==> config.mk <==
export PLATFORM = sky130hd
export DESIGN_NAME = butterfly_collector
export DESIGN_NICKNAME = d
export VERILOG_FILES = /design/src/rtl/butterfly_collector.sv
export SDC_FILE = /design/constraint.sdc
export NUM_CORES = 1
export LEC_CHECK = 0
export BUFFER_PORTS_ARGS = -buffer_cell sky130_fd_sc_hd__clkbuf_2
export CELL_PAD_IN_SITES_DETAIL_PLACEMENT = 1
export CELL_PAD_IN_SITES_GLOBAL_PLACEMENT = 2
export CORE_UTILIZATION = 35
export DETAILED_ROUTE_END_ITERATION = 12
export GPL_TIMING_DRIVEN = 0
export PLACE_DENSITY = 0.75
export SYNTH_ARGS = -nofsm -noshare
export SYNTH_HDL_FRONTEND = slang
export SYNTH_SLANG_ARGS = --single-unit
==> constraint.sdc <==
create_clock -name clk -period 2.4 [get_ports clk]
set_clock_uncertainty 0.05 [all_clocks]
set_input_delay 0.6 -clock clk [delete_from_list [all_inputs] [get_ports clk]]
set_output_delay 0.6 -clock clk [all_outputs]
set_load 0.02 [all_outputs]
==> src/rtl/butterfly_collector.sv <==
// Pairs butterfly real/imag result words into complex entries and queues them
// in a small first-word-fall-through FIFO with sticky sequencing/overflow flags.
module butterfly_collector #(
    parameter int WIDTH = 16,
    parameter int DEPTH = 4
) (
    input  logic                     clk,
    input  logic                     rst,
    input  logic                     cap_en,
    input  logic                     cap_addr,
    input  logic [WIDTH-1:0]         cap_data,
    input  logic                     flush,
    input  logic                     clr_flags,
    input  logic                     out_ready,
    output logic                     out_valid,
    output logic [WIDTH-1:0]         out_re,
    output logic [WIDTH-1:0]         out_im,
    output logic [$clog2(DEPTH):0]   level,
    output logic                     full,
    output logic                     empty,
    output logic                     overflow,
    output logic                     seq_err
);
    localparam int AW = $clog2(DEPTH);
    localparam logic [AW:0] FULL_LVL = DEPTH[AW:0];
    localparam logic [0:0] WAIT_LO = 1'b0;
    localparam logic [0:0] WAIT_HI = 1'b1;

    logic [0:0]         state;
    logic [WIDTH-1:0]   hold;
    logic [AW-1:0]      wptr, rptr;
    logic [2*WIDTH-1:0] mem [DEPTH];
    logic [2*WIDTH-1:0] head;

    logic push_req, push_ok, pop, seq_ev, ovf_ev;

    assign empty     = (level == '0);
    assign full      = (level == FULL_LVL);
    assign out_valid = !empty;
    assign head      = mem[rptr];
    // Gate the head so outputs read zero whenever nothing is queued (incl. reset).
    assign out_re    = empty ? '0 : head[2*WIDTH-1:WIDTH];
    assign out_im    = empty ? '0 : head[WIDTH-1:0];

    assign pop      = !flush && out_valid && out_ready;
    assign push_req = !flush && cap_en && cap_addr && (state == WAIT_HI);
    assign push_ok  = push_req && (!full || pop);
    assign ovf_ev   = push_req && full && !pop;
    assign seq_ev   = !flush && cap_en &&
                      ((state == WAIT_LO) ? cap_addr : !cap_addr);

    always_ff @(posedge clk or negedge rst) begin
        if (!rst) begin
            state <= WAIT_LO;
            hold  <= '0;
        end else if (flush) begin
            state <= WAIT_LO;
            hold  <= '0;
        end else if (cap_en) begin
            if (!cap_addr) begin
                hold  <= cap_data;
                state <= WAIT_HI;
            end else begin
                state <= WAIT_LO;
            end
        end
    end

    always_ff @(posedge clk or negedge rst) begin
        if (!rst) begin
            wptr  <= '0;
            rptr  <= '0;
            level <= '0;
        end else if (flush) begin
            wptr  <= '0;
            rptr  <= '0;
            level <= '0;
        end else begin
            if (push_ok) wptr <= wptr + 1'b1;
            if (pop)     rptr <= rptr + 1'b1;
            case ({push_ok, pop})
                2'b10:   level <= level + 1'b1;
                2'b01:   level <= level - 1'b1;
                default: level <= level;
            endcase
        end
    end

    always_ff @(posedge clk) begin
        if (push_ok) mem[wptr] <= {hold, cap_data};
    end

    // An error event in the clearing cycle still leaves its flag set.
    always_ff @(posedge clk or negedge rst) begin
        if (!rst) begin
            overflow <= 1'b0;
            seq_err  <= 1'b0;
        end else begin
            overflow <= (overflow && !clr_flags) || ovf_ev;
            seq_err  <= (seq_err && !clr_flags) || seq_ev;
        end
    end
endmodule

Word-level counts from Yosys, hierarchy flattened --
Memories as Yosys holds them, arrays and structs flattened. Cells that the tools add are included.
Word-level totals: memory bits (writable) 128, output and inout bits 40, logic and storage cells 59, input port bits 23, memories 1, bits in registers 26
Operators by class: equality and inequality tests 4, mux-type cells 17, reduce and logical (&&, ||, !) cells 26, add/subtract/negate cells 4
Memories:
- mem | words 4, width 32, rd ports 1, clocked after Yosys merged registers in 0, wr ports 1, RTL line 32 | logic [2*WIDTH-1:0] mem [DEPTH];
Operators with widths (number):
- $mux W16 | 5
- $logic_and A1 B1 Y1 | 11
- $mux W2 | 4
- $logic_not A1 Y1 | 6
- $mux W1 | 6
- $pmux W3 S2 | 1
- $reduce_bool A2 Y1 | 3
- $add A2 B1 Y2 const B | 2
- $add A3 B1 Y3 const B | 1
- $eq A3 B3 Y1 const B | 1
- $logic_not A3 Y1 | 1
- $logic_or A1 B1 Y1 | 3
- $mux W3 | 1
- $reduce_bool A3 Y1 | 1
- $sub A3 B1 Y3 const B | 1
- $eq A2 B1 Y1 const B | 1
- $eq A2 B2 Y1 const B | 1
- $ne A2 B1 Y1 const B | 1
- $reduce_and A2 Y1 | 1

Longest topological paths before layout --
Gate-level depths: netlist (run 1).
depth after elaboration 9, gate-level depth with buffers 9, mapped depth without buffers 8

Worst setup path after synthesis (run 1) --
OpenSTA, ideal clock, no wires.
path kind reg2reg, start point reg level[0], end point mem mem[0][0] (netlist bit), enable pin, cell stages (with the launch flop) 6, clock period less this slack 2445 ps, slack -45 ps, arrival 2003 ps, buffers on the path 0, cell sequence dfrtp_1 > nor2_1 > nand2_1 > inv_1 > a21oi_4 > and2_1
On the way: elaborated cells between the ends (all ways) 10, those cells by class 1 x eq/ne; 2 x mux; 7 x reduce/logical
RTL lines:
- start, declared | RTL line 18 | output logic [$clog2(DEPTH):0] level,
- start signal, assigned | RTL line 82 | 2'b10: level <= level + 1'b1;
- start signal, assigned | RTL line 83 | 2'b01: level <= level - 1'b1;
- start signal, assigned | RTL line 84 | default: level <= level;
- $eq A3 B3 Y1 | RTL line 38 | assign full = (level == FULL_LVL);
- net full | RTL line 19 | output logic full,
- $logic_not A1 Y1 | RTL line 47 | assign push_ok = push_req && (!full || pop);
- $logic_or A1 B1 Y1 | RTL line 47
- $logic_and A1 B1 Y1 | RTL line 47
- $mux W1 | RTL line 90 | if (push_ok) mem[wptr] <= {hold, cap_data};
- $mux W1 (implied by the code) | RTL line 90
- end, declared | RTL line 32
The timed path passes the listed nets, and every way through them passes these cells.

Worst setup path in the final report (run 1) --
start point reg rptr[0], end point out out_re[12]
On the way: longest elaborated chain between the ends 2
Ends and longest elaborated chain:
- start, declared | RTL line 31 | logic [AW-1:0] wptr, rptr;
- start signal, assigned | RTL line 80 | if (pop) rptr <= rptr + 1'b1;
- $mem_v2 Z4 W32
- $mux W16 | RTL line 42 | assign out_re = empty ? '0 : head[2*WIDTH-1:WIDTH];
- end, declared | RTL line 16 | output logic [WIDTH-1:0] out_re,
Every way passes these cells.

==> reports/qor.yml, run 1 <==
synth_top_area_cell: "edfxtp_1"
root_buffer: "clkbuf_16"
drt-initial-drc-count: 174
crit_buf_inv: 3
synth_cells: 344
cap_violations: 0
grt_pass1_wl_um: 21000
end_kind: "output port"
finalCriticalPeriod_ns: 2.58
period_share_pct: 108
synth.distinct_cells: 41
intPower_mw: 4.61
dpl.hpwl_um: 8330
setup_ws_ns: -0.185
setup_viol: 32
yosysWarnings: 0
chipWidth_um: 135
fmax_mhz: 387
hold_viol_final: 0
critical_path_depth: 5
setup_tns_ns: -4.51
netSwitchingFraction_pct: 19.7
synth_flop_cell: "edfxtp_1"
slowest_stage: "mux4_2"
setup.worst_path.start_class: "flip-flop"
drive_above_1_share_pct: 40.7
gp_congestion: 0.757
switchingPower_mw: 1.13
vias: 3274
critPathTopFamily: "multiplexers"
rsz0062_at_grt: "true"
power_frac_clock_pct: 45.4
clock_path_buffers: 2
core_area_um2: 17400
cp_max_fo: 10
clk_latency_ns: 0.42
powerDensity_nw_per_um2: 747
worstMarginPinSlew_ns: 0.749
r2r_cells: 9
yosysTopAreaCellShare_pct: 61.7
cp_slowest_stage_delay_ns: 0.52
cts.hold.buffers_added: 0
yosys.cell_count.top_type: "edfxtp_1"
report.final.slew_viol_count: 0
slew_headroom_pct: 50.1
firstDrtPassIters: 4
grt_start_max_net_pins: 33
die-area_um2: 18300
violations: "negative setup slack"
drc_errors: 0
sequentialPowerShare_pct: 51.1
instances_no_fill: 675
rr_startpoint: "level[0]"
synth_commonest_cells: "128 x edfxtp_1, 36 x and2_1, 36 x nand2_1"
synth_area_um2: 6230
clock_sinks: 154
crit_chain: "buf_6 -> buf_12 -> mux4_2 -> and2_1 -> buf_2"
syn_avg_cell_area_um2: 18.1
p_leak_nw: 2.78
area_delta_synth_final_pct: 23.6
synth-seq-cells: 154
startpoint: "rptr[0]"
die_h_um: 135
required_ns: 1.75
port_buffers: 62
dp.cells: 631
wl_per_cell_um: 19.8
insertedDiodeCount: 0
antenna_found_initial: 0
nets: 465
min_path_type: "primary input to async pin"
grt_util_all_layers_pct: 16.0
grt.overflow.total: 0
cts_buffers: 17
syn_nets: 372
path_class: "flip-flop to output port"
htree_levels: 4
antenna_left: 0
synthTopCellsByArea: "edfxtp_1 62%, dfrtp_1 10%, mux4_2 10%, and2_1 3.6%, nand2_1 2.2%"
io_pins: 63
clkTransAtPathRegs_ns: 0.06
initial_core_util_pct: 35.9
grt_pass1_vias: 3632
synth_edf_count: 128
pwr-share-comb_pct: 3.4
status: "finished, violations left"
async_reset_ff_share_pct: 16.9
ir_worst_vdd_mv: 0.456
rows: 48
cp_data_arrival_time_ns: 1.93
wl_um: 13400
yosysSeqAreaShare_pct: 72.2
cts_tree: "built"
vias_per_cell: 4.85
whs_ns: 0.181
-- cells by family (layout without fill, tap and decap cells) --
| family | after synthesis | count (layout) | synth area share (%) |
|---|---|---|---|
| flops | 154 | 154 | 72.2 |
| simple gates | 93 | 93 | 8.30 |
| mux | 32 | 32 | 11.8 |
| compound gates | 29 | 29 | 3.15 |
| buf+inv | 27 | 133 | 2.89 |
| fa+ha+maj | 5 | 5 | 1.12 |
| xor+xnor | 4 | 4 | 0.563 |
-- routing by layer --
| metal | wire [µm] | vias up | global-route usage [%] | share of wire [%] |
|---|---|---|---|---|
| met1 | 5730 | 1688 | 19.2 | 43 |
| li1 | - | 1499 | - | - |
| met2 | 6730 | 72 | 27.2 | 50 |
| met3 | 686 | 15 | 4.45 | 5.1 |
| met5 | 0 | - | 0 | 0 |
| met4 | 221 | 0 | 6.74 | 1.7 |
-- cells in the final DEF, fill, tap and decap left out, drive strengths merged, types with 6 or more instances in the layout --
cell / instances
edfxtp: 128
clkbuf: 64
buf: 55
nand2: 36
and2: 36
mux4: 32
dfrtp: 26
a21oi: 18
inv: 9
nor2: 6
-- state kept, by name, summed over array words and instances (netlist names) --
name      count
seq_err       1
mem         128
wptr          2
state         1
level         3
rptr          2
overflow      1
hold         16
-- power by group through the flow --
stage,clock network [mW],logic [mW],registers [mW]
after floorplan,0,0.0901,2.99
after global placement,0,0.173,2.99
after detailed placement,0,0.180,2.99
after CTS,2.65,0.187,2.94
after global routing,2.75,0.218,2.94
final,2.61,0.198,2.94
-- final timing paths --
path | endpoint | slack (ns)
min reg2reg | mem[2][31] | 0.47
min | seq_err | 0.18
max | out_re[12] | -0.18
max in group asynchronous | level[0] | 1.59
min in group clk | seq_err | 0.32
max reg2reg | level[2] | 0.20
-- repair_timing --
action | 4_1_cts | 5_1_grt
setup buffers | 5 | 6
gates cloned | 0 | 2
resized for setup | 24 | 77
pin swaps | 1 | 9
setup endpoints to repair | 162 | 131
-- through the flow --
| stage | total power [mW] | util [%] | worst slack [ns] | instance area, µm² |
|---|---|---|---|---|
| finish | 5.75 | 44.3 | -0.185 | 7700 |
| global route | 5.91 | 44.3 | -0.249 | 7700 |
| CTS | 5.78 | 43.2 | -0.216 | 7500 |
| detailed placement | 3.17 | 39.3 | -0.315 | 6830 |
| global placement | 3.16 | 39.3 | -0.281 | 6830 |
| floorplan | 3.08 | - | 0.169 | 6230 |
-- layout make-up --
class / count / area, µm²
Sequential cell: 154 / 4500
Clock buffer: 26 / 531
Clock inverter: 6 / 56.3
Multi-Input combinational cell: 163 / 1600
Tap cell: 225 / 282
Fill cell: 1670 / 9660
Buffer: 18 / 183
Inverter: 8 / 32.5
Timing Repair Buffer: 75 / 519
(Power assumes the default switching activity.)
==> inputs of run 2 (changes only) <==
--- a/config.mk
+++ b/config.mk
@@ -12,6 +12,7 @@
 export DETAILED_ROUTE_END_ITERATION = 12
 export GPL_TIMING_DRIVEN = 0
 export PLACE_DENSITY = 0.75
+export SETUP_SLACK_MARGIN = 0.15
 export SYNTH_ARGS = -nofsm -noshare
 export SYNTH_HDL_FRONTEND = slang
 export SYNTH_SLANG_ARGS = --single-unit
==> constraint.sdc (replaced) <==
create_clock -name clk -period 2.7 [get_ports clk]
set_clock_uncertainty 0.05 [all_clocks]
set_input_delay 0.675 -clock clk [delete_from_list [all_inputs] [get_ports clk]]
set_output_delay 0.675 -clock clk [all_outputs]
set_load 0.02 [all_outputs]
==> run 2 against run 1 <==
Compared with the run above: the flow now finishes without violations; critical path type unchanged; sequential cell count did not move; first-iteration DRC count fell by 8.6%; highest routed layer unchanged; clock-buffer cell count fell by 9; cell count did not move; wire length fell by 2.5%; sequential power fell by 11%.
==> reports/qor.yml, run 2 (synthesis results as in run 1) <==
cp_max_fo: 5
io_pins: 63
antenna_left: 0
htree_levels: 4
sequentialPowerShare_pct: 48.3
required_ns: 1.98
vias: 3301
initial_core_util_pct: 35.9
drc_errors: 0
setup_viol: 0
core_area_um2: 17400
die_h_um: 135
area_delta_synth_final_pct: 27.6
ir_worst_vdd_mv: 0.458
clk_latency_ns: 0.42
slew_headroom_pct: 39.3
rr_startpoint: "level[0]"
cts_tree: "built"
period_share_pct: 98.0
slowest_stage: "mux4_2"
end_kind: "output port"
rsz0062_at_grt: "true"
die-area_um2: 18300
grt_pass1_vias: 3529
clkTransAtPathRegs_ns: 0.06
drive_above_1_share_pct: 44.0
report.final.slew_viol_count: 0
cp_slowest_stage_delay_ns: 0.51
clock_path_buffers: 2
fillers: 1636
setup_tns_ns: 0
p_leak_nw: 2.86
pwr-share-comb_pct: 3.4
path_class: "flip-flop to output port"
r2r-end: "mem[3][2]"
cp_data_arrival_time_ns: 1.92
nets: 465
r2r_cells: 6
grt_start_max_net_pins: 33
cts.hold.buffers_added: 0
clock_sinks: 154
power_frac_clock_pct: 48.3
port_buffers: 62
layout_commonest_cell: "edfxtp_1"
finalCriticalPeriod_ns: 2.65
cap_violations: 0
fmax_mhz: 378
grt_pass1_wl_um: 20100
root_buffer: "clkbuf_16"
insertedDiodeCount: 0
gp_congestion: 0.718
grt.overflow.total: 0
wl_per_cell_um: 19.3
finalPower_mw: 5.41
instances_no_fill: 675
chipWidth_um: 135
status: "finished clean"
powerDensity_nw_per_um2: 680
cts_buffers: 17
dpl.hpwl_um: 8050
grt_util_all_layers_pct: 15.5
drt-initial-drc-count: 159
largest_reg_flops: 128
whs_ns: 0.257
antenna_found_initial: 0
vias_per_cell: 4.89
worstMarginPinSlew_ns: 0.911
rows: 48
reg.largest.list: "mem (128), hold (16), level (3)"
reg2reg_slack_ns: 0.33
min_path_type: "primary input to async pin"
setup.worst_path.start_class: "flip-flop"
crit_chain: "clkbuf_16 -> buf_12 -> mux4_2 -> and2_4 -> buf_6"
hold_viol_final: 0
intPower_mw: 4.39
mostFrequentLayoutCells: "128 x edfxtp_1, 36 x nand2_1, 33 x and2_4"
netSwitchingFraction_pct: 18.9
largest-register: "mem"
dp.cells: 632
wl_um: 13000
firstDrtPassIters: 4
switchingPower_mw: 1.02
## run 2: cell count changes in the layout (fill, tap and decap cells not counted), sizes merged
cell      before  now
bufinv         1    6
clkinvlp       0    1
buf           55   54
inv            9    8
clkinv         4    8
clkbuf        64   56
## run 2: worst max path at each step
| stage | start | end | slack (ns) | cells past startpoint |
|---|---|---|---|---|
| 2_1_floorplan | flush | mem[0][0] | 0.21 | 4 |
| 3_3_place_gp | flush | mem[0][0] | -0.65 | 5 |
| 3_5_place_dp | flush | mem[3][0] | -0.07 | 5 |
| 4_1_cts | rptr[0] | out_re[9] | 0.003 | 5 |
| 5_1_grt | rptr[0] | out_im[5] | -0.01 | 5 |
| 6_report | rptr[0] | out_re[9] | 0.05 | 5 |
## run 2: metal layers
layer / track usage [%] / vias up / share of wire [%]
met2: 26.0 / 64 / 52
met5: 0 / - / 0
met3: 3.82 / 17 / 3.4
li1: - / 1501 / -
met1: 18.8 / 1719 / 43
met4: 6.74 / 0 / 1.5
## run 2: power by group through the flow
stage          combinational, mW  sequential [mW]  clock [mW]
2_1_floorplan             0.0800             2.66           0
3_3_place_gp               0.155             2.66           0
6_report                   0.184             2.61        2.61
5_1_grt                    0.201             2.61        2.75
3_5_place_dp               0.161             2.66           0
4_1_cts                    0.165             2.61        2.66
## run 2: per-stage QoR
step | worst slack (ns) | area, µm² | utilization [%]
2_1_floorplan | 0.212 | 6230 | -
4_1_cts | 0.00318 | 7560 | 43.5
3_3_place_gp | -0.650 | 6820 | 39.3
6_report | 0.0550 | 7950 | 45.8
5_1_grt | -0.0134 | 7950 | 45.8
3_5_place_dp | -0.0672 | 6850 | 39.4
## run 2: critical path, delay by kind of cell, from the launching register on
family,cells,cell delay (ns)
AND/OR/NAND/NOR,1,0.16
flip-flops,1,0.41
multiplexers,1,0.51
buffers and inverters,3,0.41
## run 2: repair_timing
action,CTS,global route
endpoints found under the setup margin,33,58
gates cloned,0,4
pin swaps,0,30
buffers inserted,2,5
gates resized for setup,17,129
## run 2: layout make-up
type                    count  area [µm²]  share of cell area, %
clock inverters            15         229                   2.88
flip-flops and latches    154        4500                   56.6
repair buffers             74         666                   8.37
plain buffers              19         188                   2.36
well taps                 225         282                   3.54
inverters                   8        32.5                  0.409
clock buffers              17         425                   5.35
multi-input cells         163        1630                   20.5
==> inputs of run 3 (changes only) <==
--- a/config.mk
+++ b/config.mk
@@ -8,10 +8,11 @@
 export BUFFER_PORTS_ARGS = -buffer_cell sky130_fd_sc_hd__clkbuf_2
 export CELL_PAD_IN_SITES_DETAIL_PLACEMENT = 1
 export CELL_PAD_IN_SITES_GLOBAL_PLACEMENT = 2
+export CORE_ASPECT_RATIO = 0.7
 export CORE_UTILIZATION = 35
 export DETAILED_ROUTE_END_ITERATION = 12
 export GPL_TIMING_DRIVEN = 0
-export PLACE_DENSITY = 0.75
+export PLACE_DENSITY = 0.78
 export SETUP_SLACK_MARGIN = 0.15
 export SYNTH_ARGS = -nofsm -noshare
 export SYNTH_HDL_FRONTEND = slang
==> constraint.sdc (replaced) <==
create_clock -name clk -period 2.2 [get_ports clk]
set_clock_uncertainty 0.05 [all_clocks]
set_input_delay 0.55 -clock clk [delete_from_list [all_inputs] [get_ports clk]]
set_output_delay 0.55 -clock clk [all_outputs]
set_load 0.02 [all_outputs]
==> run 3 against run 2 <==
Compared with the run above: the flow now finishes with violations (negative setup slack); total power grew 18%; setup slack got worse by 0.42 ns; register-to-register slack worse by 0.48 ns; wire length rose by 17%; sequential power increased by 23%; critical path depth did not move; largest cell class unchanged; highest routed layer unchanged.
==> reports/qor.yml, run 3 (synthesis results as in run 1) <==
initial_core_util_pct: 36.1
setup_viol: 35
wl_um: 15300
clk_latency_ns: 0.42
clock_path_buffers: 2
antenna_found_initial: 0
cp_slowest_stage_delay_ns: 0.50
powerDensity_nw_per_um2: 786
die-area_um2: 18300
fmax_mhz: 390
cap_violations: 0
dpl.hpwl_um: 8410
rows: 40
nets: 490
multiInputGateArea_um2: 1680
required_ns: 1.60
clock_sinks: 154
finalPower_mw: 6.40
largest-register: "mem"
setup_tns_ns: -10.64
port_buffers: 62
whs_ns: 0.144
utilization_pct: 47.1
root_buffer: "clkbuf_16"
finalCriticalPeriod_ns: 2.57
drive_above_1_share_pct: 46.1
grt_pass1_vias: 3731
die_h_um: 114
grt.overflow.total: 0
core_area_um2: 17300
slew_headroom_pct: 47.7
drt-initial-drc-count: 254
gp_congestion: 0.776
rr_startpoint: "level[0]"
grt_util_all_layers_pct: 17.4
largest_reg_flops: 128
path_class: "flip-flop to output port"
reg.largest.list: "mem (128), hold (16), level (3)"
period_share_pct: 117
ir_worst_vdd_mv: 0.358
grt_pass1_wl_um: 22600
rsz0062_at_grt: "true"
cts_buffers: 17
min_path_type: "primary input to async pin"
startpoint: "rptr[0]"
p_leak_nw: 2.95
wl_per_cell_um: 21.6
slowest_stage: "mux4_2"
htree_levels: 4
status: "finished, violations left"
antenna_left: 0
cts_tree: "built"
drc_errors: 0
hold_viol_final: 0
fillers: 1669
report.final.slew_viol_count: 0
chipWidth_um: 161
setup_ws_ns: -0.366
firstDrtPassIters: 4
mostFrequentLayoutCells: "128 x edfxtp_1, 36 x clkbuf_2, 35 x nand2_1"
vias_per_cell: 4.93
cp_data_arrival_time_ns: 1.97
io_pins: 63
register_area_um2: 4500
violations: "negative setup slack"
worstMarginPinSlew_ns: 0.785
clkTransAtPathRegs_ns: 0.07
end_kind: "output port"
insertedDiodeCount: 0
area_delta_synth_final_pct: 30.7
grt_start_max_net_pins: 27
setup.worst_path.start_class: "flip-flop"
vias: 3479
layout_commonest_cell: "edfxtp_1"
crit_chain: "buf_6 -> buf_12 -> mux4_2 -> and2_1 -> clkbuf_2"
cp_max_fo: 9
run 3: cell count changes in the layout (fill, tap and decap cells not counted), sizes merged, moves of 3 or more:
| cell | before | now |
|---|---|---|
| clkinv | 8 | 5 |
| inv | 8 | 13 |
| buf | 54 | 73 |
| bufinv | 6 | 2 |
| and2 | 36 | 42 |
run 3: worst max-delay path, delay by kind of cell (launching register included):
family	cells	cell delay, ns
mux	1	0.50
flops	1	0.34
simple gates	1	0.20
buf+inv	3	0.49
run 3: per-layer routing:
metal	global-route usage (%)	wire, µm	part of all wire [%]	up-vias
li1	-	-	-	1550
met1	23.1	6860	45	1812
met2	28.2	7440	49	101
met3	4.36	798	5.2	16
met4	5.66	161	1.1	0
met5	0	0	0	-
run 3: area by class of cell:
| cell class | count | area share, % |
|---|---|---|
| sequential | 154 | 55.3 |
| multi-input combinational | 169 | 20.6 |
| timing repair buffer | 93 | 10.4 |
| clock buffer | 18 | 5.27 |
| tap | 231 | 3.55 |
| buffer | 19 | 2.46 |
| clock inverter | 14 | 2.03 |
| inverter | 8 | 0.461 |
run 3: path summary, 6_finish.rpt:
check / endpoint / slack (ns) / cells past startpoint
max in group asynchronous: level[1] / 1.41 / 1
worst min register to register: mem[3][21] / 0.47 / 0
worst max-delay path: out_im[7] / -0.37 / 5
worst max register to register: level[2] / -0.15 / 10
min in group clk: seq_err / 0.27 / 2
worst min-delay path: overflow / 0.14 / 1
run 3: report_power, final:
group          switching (mW)  internal (mW)  leakage, nW  total (mW)
combinational           0.139         0.0984         1.17       0.237
clock                    1.26           1.70        0.284        2.96
sequential             0.0231           3.18         1.50        3.20
run 3: timing repair:
item	CTS	global route
hold buffers	0	0
setup endpoints to repair	164	146
cloned	5	2
setup buffers	14	16
gates resized for setup	60	60
pin swaps	13	12
run 3: per-stage QoR:
| stage | setup slack (ns) | instances | cell area, µm² |
|---|---|---|---|
| finish | -0.366 | 706 | 8140 |
| global route | -0.430 | 706 | 8140 |
| detailed placement | -0.407 | 637 | 6850 |
| global placement | -0.398 | 637 | 6850 |
| floorplan | 0.114 | 344 | 6250 |
| CTS | -0.396 | 688 | 7840 |
